==> config.mk <==
export PLATFORM = sky130hd
export DESIGN_NAME = reorder_buffer
export DESIGN_NICKNAME = d
export VERILOG_FILES = /design/src/rtl/reorder_buffer.sv
export SDC_FILE = /design/constraint.sdc
export NUM_CORES = 1
export LEC_CHECK = 0
export BUFFER_PORTS_ARGS = -buffer_cell sky130_fd_sc_hd__buf_2
export CAP_MARGIN = 20
export CORE_MARGIN = 2
export CORE_UTILIZATION = 35
export CTS_CLUSTER_SIZE = 16
export DETAILED_ROUTE_END_ITERATION = 8
export GPL_TIMING_DRIVEN = 0
export HOLD_SLACK_MARGIN = 0.03
export RECOVER_POWER = 25
export SLEW_MARGIN = 20
export SYNTH_ARGS = -nofsm -noshare
export SYNTH_HDL_FRONTEND = slang
export SYNTH_SLANG_ARGS = --single-unit
==> constraint.sdc <==
create_clock -name clk -period 5.75 [get_ports clk]
set_input_delay 0.8625 -clock clk [delete_from_list [all_inputs] [get_ports clk]]
set_output_delay 0.8625 -clock clk [all_outputs]
set_load 0.01 [all_outputs]
==> src/rtl/reorder_buffer.sv <==
// reorder_buffer: in-order commit ROB with CDB writeback and mispredict flush.
// Define ROB_CDB_BYPASS_EN to forward a same-cycle CDB write onto the query ports.
module reorder_buffer #(
   parameter int ROB_WIDTH = 4
) (
   input  logic                 clk,
   input  logic                 rst,
   input  logic                 rdy,
   input  logic                 IS_sgn,
   input  logic [4:0]           IS_rd,
   output logic [ROB_WIDTH-1:0] IS_name,
   output logic                 IS_full,
   input  logic [ROB_WIDTH-1:0] ROB_ord1,
   input  logic [ROB_WIDTH-1:0] ROB_ord2,
   output logic                 ROB_rdy1,
   output logic                 ROB_rdy2,
   output logic [31:0]          ROB_val1,
   output logic [31:0]          ROB_val2,
   input  logic                 CDB_sgn,
   input  logic [ROB_WIDTH-1:0] CDB_name,
   input  logic [31:0]          CDB_value,
   input  logic                 CDB_mispred,
   input  logic [31:0]          CDB_target,
   output logic                 commit_sgn,
   output logic [4:0]           commit_dest,
   output logic [31:0]          commit_value,
   output logic [ROB_WIDTH-1:0] commit_name,
   output logic                 flush,
   output logic [31:0]          flush_pc
);
   localparam int DEPTH = 2 ** ROB_WIDTH;
   logic [DEPTH-1:0]     busy, ready, mispred;
   logic [4:0]           dest   [DEPTH];
   logic [31:0]          value  [DEPTH];
   logic [31:0]          target [DEPTH];
   logic [ROB_WIDTH-1:0] head, tail;
   logic [ROB_WIDTH:0]   count, count_nxt;
   logic                 do_issue, do_cdb, do_commit, do_flush, byp1, byp2;

   // count never exceeds DEPTH, so its top bit alone marks a full buffer
   assign IS_full   = count[ROB_WIDTH];
   assign IS_name   = tail;
   assign do_commit = (count != '0) && ready[head];
   assign do_flush  = do_commit && mispred[head];
   assign do_issue  = IS_sgn && !IS_full;
   assign do_cdb    = CDB_sgn && busy[CDB_name];

   always_comb begin
`ifdef ROB_CDB_BYPASS_EN
      byp1 = do_cdb && (CDB_name == ROB_ord1);
      byp2 = do_cdb && (CDB_name == ROB_ord2);
`else
      byp1 = 1'b0;
      byp2 = 1'b0;
`endif
      ROB_rdy1  = byp1 || (busy[ROB_ord1] && ready[ROB_ord1]);
      ROB_rdy2  = byp2 || (busy[ROB_ord2] && ready[ROB_ord2]);
      ROB_val1  = byp1 ? CDB_value : value[ROB_ord1];
      ROB_val2  = byp2 ? CDB_value : value[ROB_ord2];
      count_nxt = count + (ROB_WIDTH+1)'(do_issue) - (ROB_WIDTH+1)'(do_commit);
   end

   // payload arrays carry no reset; busy/ready gate every use of them
   always_ff @(posedge clk) begin
      if (!rst && rdy && !do_flush) begin
         if (do_cdb) begin
            value[CDB_name]  <= CDB_value;
            target[CDB_name] <= CDB_target;
         end
         if (do_issue) dest[tail] <= IS_rd;
      end
   end

   always_ff @(posedge clk) begin
      if (rst) begin
         head         <= '0;
         tail         <= '0;
         count        <= '0;
         busy         <= '0;
         ready        <= '0;
         mispred      <= '0;
         commit_sgn   <= 1'b0;
         commit_dest  <= '0;
         commit_value <= '0;
         commit_name  <= '0;
         flush        <= 1'b0;
         flush_pc     <= '0;
      end else begin
         commit_sgn <= rdy && do_commit;
         flush      <= rdy && do_flush;
         if (rdy && do_commit) begin
            commit_dest  <= dest[head];
            commit_value <= value[head];
            commit_name  <= head;
         end
         if (rdy && do_flush) begin
            flush_pc <= target[head];
            busy     <= '0;
            head     <= '0;
            tail     <= '0;
            count    <= '0;
         end else if (rdy) begin
            if (do_cdb) begin
               ready[CDB_name]   <= 1'b1;
               mispred[CDB_name] <= CDB_mispred;
            end
            // issue follows the CDB write so it wins on a shared index
            if (do_issue) begin
               busy[tail]    <= 1'b1;
               ready[tail]   <= 1'b0;
               mispred[tail] <= 1'b0;
               tail          <= tail + ROB_WIDTH'(1);
            end
            if (do_commit) begin
               busy[head] <= 1'b0;
               head       <= head + ROB_WIDTH'(1);
            end
            count <= count_nxt;
         end
      end
   end
endmodule

Word-level counts from Yosys, hierarchy flattened:

Memories as Yosys holds them, arrays and structs flattened. A register that Yosys moved wholly into a read port is not among the register bits.
Index checks and enable logic that the tools add are counted.

* register bits after elaboration: 67
* bits in writable memories: 1104
* output and inout bits: 146
* word-level logic and storage cells: 95
* memories: 3

Memories
* target: depth 16, width 32, rd ports 1, clocked after Yosys merged registers in 1, write ports 1, line 35 `logic [31:0] target [DEPTH];`
* value: depth 16, width 32, rd ports 3, clocked after Yosys merged registers in 1, write ports 1, line 34 `logic [31:0] value [DEPTH];`
* dest: depth 16, width 5, rd ports 1, clocked after Yosys merged registers in 1, write ports 1, line 33 `logic [4:0] dest [DEPTH];`

* add/subtract/negate cells: 4
* order comparisons: 8
* muxes and demuxes: 42
* bitwise logic cells: 8
* reductions and logical operators: 21

Operators by type and width (count)
* two-way mux 16 bit: 15
* AND 16 bit: 3
* inverter 16 bit: 2
* bitwise OR 16 bit: 2
* binary-select mux 1 bit (select 4 bit): 7
* less-than comparator 4 x 5 -> 1 bit (second input constant): 5
* bitwise mux 16 bit: 1
* two-way mux 1 bit: 16
* logical AND 1 bit: 13
* demux 1 bit (select 4 bit): 3
* greater-or-equal comparator 4 x 1 -> 1 bit (second input constant): 3
* adder 4 x 1 -> 4 bit (second input constant): 2
* AND reduction 2 bit: 3
* adder 5 x 1 -> 5 bit: 1
* nonzero test 5 bit: 1
* subtractor 5 x 1 -> 5 bit: 1
* logical NOT 1 bit: 3
* OR reduction 2 bit: 1
* inverter 1 bit: 1

Logic depth before layout (Yosys ltp):

* depth in word-level cells: 11
* gate-level depth with buffers: 17
* gate-level depth less buffers: 17

Least setup slack after synthesis:

OpenSTA, ideal clock, no wires.

* path type: in2reg
* start point: input CDB_name[0]
* end point: memory target[10][0], enable pin
* library setup time: 486 ps
* arrival time: 4753 ps
* slack: 511 ps
* cell stages on the path: 5
* path through: clkbuf_1 -> mux4_2 -> nand4b_1 -> or2_2 -> nor2_1

* word-level cells in the longest chain between the ends: 6

RTL lines
* start: declaration: line 20 `input logic [ROB_WIDTH-1:0] CDB_name,`
* binary-select mux 1 bit (select 4 bit): line 46 `assign do_cdb = CDB_sgn && busy[CDB_name];`
* two-way mux 1 bit (not written as such): line 46
* logical AND 1 bit: line 46
* two-way mux 1 bit: line 66 `if (do_cdb) begin`
* two-way mux 1 bit: line 65 `if (!rst && rdy && !do_flush) begin`
* two-way mux 1 bit (not written as such): line 68 `target[CDB_name] <= CDB_target;`
* end: declaration: line 35

Several ways; a longest one is shown, not always the timed one. The select of a mux whose other input is x is not followed.

Worst setup path in the final report:

* start point: input ROB_ord2[1]
* end point: output ROB_val2[1]

* word-level cells in the longest chain between the ends: 1

RTL lines
* start: declaration: line 14 `input logic [ROB_WIDTH-1:0] ROB_ord2,`
* memory (16 x 32 bit)
* end: declaration: line 18 `output logic [31:0] ROB_val2,`

Every way passes these cells.

==> impl_results.md <==
* Outcome: finished, final reports clean
* Dpl hpwl at between 100 and 150 mm
* CTS max path bufs at 3
* Pre-antenna DRT Iters at 7
* Crit. Startpoint: ROB_ord2[1]
* Pwr dens at about 290 nW/um2
* Top cells by area, synth: edfxtp_1, mux4_2, dfxtp_1
* CP Capture Type: output pin
* Synth area leader: edfxtp_1
* Total of fill cells in the finished design at between 10000 and 15000
* Final Max Slew Viols at 0
* CTS resizes at 0
* Final setup vio count at 0
* Startpoint Class: input port
* Sequential fraction of the synthesis area at 0.651
* CP Max Fanout at 10
* Final hold slack at approximately 0.45 ns
* Post-route antenna net violation count at 0
* Rows at 145
* Grt ovf at 0
* Drt drc at 0
* Synth top cells by count: edfxtp_1, mux4_2, dfxtp_1
* Final core utilization at 0.416
* Hold Path Class: reg -> reg
* Setup TNS at 0 ns
* WL final at ~180 mm
* Die Wd at approximately 400 um
* Port buffer count at between 200 and 250
* Vias at between 30000 and 40000
* Post-Syn Area at ~55000 um2
* Drt wl/cell at about 33 um
* Final WS setup at 0.619 ns
* Worst hold start: commit_value[26]
* R2R depth at 14
* Clk_lat worst skew at roughly 0.78 ns
* Largest net degree at the start of global routing at 18
* Dpl ws at 0.747 ns
* Die area at between 150000 and 200000 um2
* Hold Path Depth at 2
* Nets at ~3200
* Kind of critical path: in -> out
* Net count after synthesis at between 2000 and 3000
* FFs w/ async S/R, synth at 0
* RePlAce Congestion at just under 0.9
* WP data arrival at around 4.3 ns
* Count leader, synth: edfxtp_1
* CTS tree: done
* First-pass GRT wire length at around 240 mm
* Yosys top cell area share at 0.602
* Total track usage at 0.217
* Area growth syn-to-layout at 17.8%
* Post-Layout Cell Count at 5280
* Final Skew at approximately 0.023 ns
* Initial antenna violation count at 33
* TritonCTS Sinks at roughly 1200
* Vias in the first global route at around 31000
* DRT iter0 DRCs at 3959
* Post-CTS Setup Bufs at 0
* Std-Cell Core Area at ~160000 um2
* RR Startpoint: head[1]
* Yosys warns at 0
* Die Y at around 400 um
* Vias/cell at 5.93
* Final Hold Fails at 0
* I/O pin cnt at roughly 230
* Most used DFF post-synth: edfxtp_1
* Dpl cells at around 5000
* Fmax at a little under 0.2 GHz
* R2R Path End: target[9][18]
* Final Cycle Share at 0.892
* Count of flip-flops with a built-in enable after synthesis at about 1100
* Worst vdd ir at 0.275 mV
* H-tree levels at 4
* Flop2flop setup slack at 1.01 ns
* FF+latch count, synth at about 1200
* CTS buffer count at 133
* Initial Utilization at 0.353
* Data required, critical path at 4.89 ns
* Measured slew at the worst slew-check pin at between 1 and 1.5 ns
* RSZ-0062 raised after global routing: false
* Worst-path clk slew at about 0.06 ns
* Worst Hold End: commit_value[26]
* Max cap viols at 0
* CTS Hold Bufs at 0
* P_leak at 20.0 nW
* Crit path time final at ~5.1 ns
* Root Buffer: clkbuf_16
* Post-Synthesis Cells at approximately 2700
* Share of layout cells above drive strength 1 at 0.386
* Max-slew headroom at 0.140
* Syn Area/Cell at 20.6 um2
* Count of cell types in the netlist at 53
how the worst max path moves through the flow:
stage	slack [ns]	end
final	0.62	ROB_val2[1]
after global routing	0.63	ROB_val2[0]
after CTS	0.75	ROB_val2[0]
after detailed placement	0.75	ROB_val2[0]
after global placement	-5.37	target[0][16]
after floorplan	0.51	target[10][0]
kinds of logic after synthesis:
| group | count (synthesis) | share of synthesized area |
|---|---|---|
| DFF | 1240 | 0.651 |
| muxes | 683 | 0.278 |
| buffers and inverters | 258 | 0.0190 |
| and+or+nand+nor | 256 | 0.0205 |
| AOI/OAI and AO/OA | 216 | 0.0267 |
| adders and majority gates | 15 | 0.00354 |
| xor gates and xnor gates | 9 | 0.00143 |
cell type report:
class | instances | area, um2 | share of cell area
diodes | 6 | 15.0 | 0.000231
plain buffers | 213 | 932 | 0.0144
clock buffers | 182 | 3610 | 0.0556
clock inverters | 60 | 611 | 0.00940
inverters | 45 | 169 | 0.00260
multi-input cells | 1179 | 18300 | 0.282
flip-flops and latches | 1240 | 35900 | 0.553
well taps | 2058 | 2570 | 0.0397
repair buffers | 297 | 2830 | 0.0436
critical path: stages:
cell and delay, ns:
clkbuf_1 0.59, clkbuf_1 0.62, buf_1 0.92, mux4_2 0.45, mux4_2 0.60, buf_2 0.19
cell usage in the layout (no fill, tap or decap), types with 5 or more instances in the layout:
cell type,Yosys,routed
nand2_1,119,119
clkinv_1,0,19
nor2_1,66,50
nand3_1,13,13
clkbuf_1,109,183
nand4_1,8,8
inv_6,0,7
clkbuf_8,0,10
o21ai_0,10,10
diode_2,0,6
buf_16,0,41
a21oi_1,86,86
a311oi_1,24,24
clkbuf_16,0,133
buf_8,0,5
a211oi_1,10,10
clkinv_2,0,17
o31ai_1,8,8
xnor2_1,5,5
ha_1,14,14
mux4_2,677,677
buf_12,0,28
nor2_4,0,16
o2bb2ai_1,31,31
bufinv_16,0,7
a31oi_1,16,16
edfxtp_1,1104,1104
buf_2,49,252
and2_1,6,6
a221oi_1,8,8
nor3_1,17,17
inv_1,45,45
buf_1,52,22
clkinv_8,0,5
a31o_2,8,8
dfxtp_1,136,136
clkbuf_2,0,14
flip-flops by register name, summed over array words and instances, names as in the netlist:
register	count
head	4
commit_value	32
commit_dest	5
ready	16
busy	16
target	512
flush	1
dest	80
commit_sgn	1
value	512
count	5
mispred	16
flush_pc	32
commit_name	4
IS_name	4
per-stage QoR:
| step | instance area [um2] | total power (W) |
|---|---|---|
| 4_1_cts | 64900 | 0.0192 |
| 2_1_floorplan | 55100 | 0.0105 |
| 3_3_place_gp | 58800 | 0.0109 |
| 5_1_grt | 64900 | 0.0196 |
| 6_report | 64900 | 0.0191 |
| 3_5_place_dp | 60700 | 0.0109 |
report_power, final:
part           internal (W)  switching, W
combinational      0.000335      0.000559
sequential          0.00981     0.0000106
clock               0.00476       0.00366
total                0.0149       0.00423
per-layer routing:
layer	part of all wire	track usage	up-vias	wire (um)
met1	0.38	0.279	16755	66500
met3	0.099	0.0585	346	17400
met4	0.032	0.0727	36	5610
li1	-	-	12460	-
met5	0.0012	0	-	219
met2	0.49	0.355	1733	85800
Power figures use the tool's default switching activity.
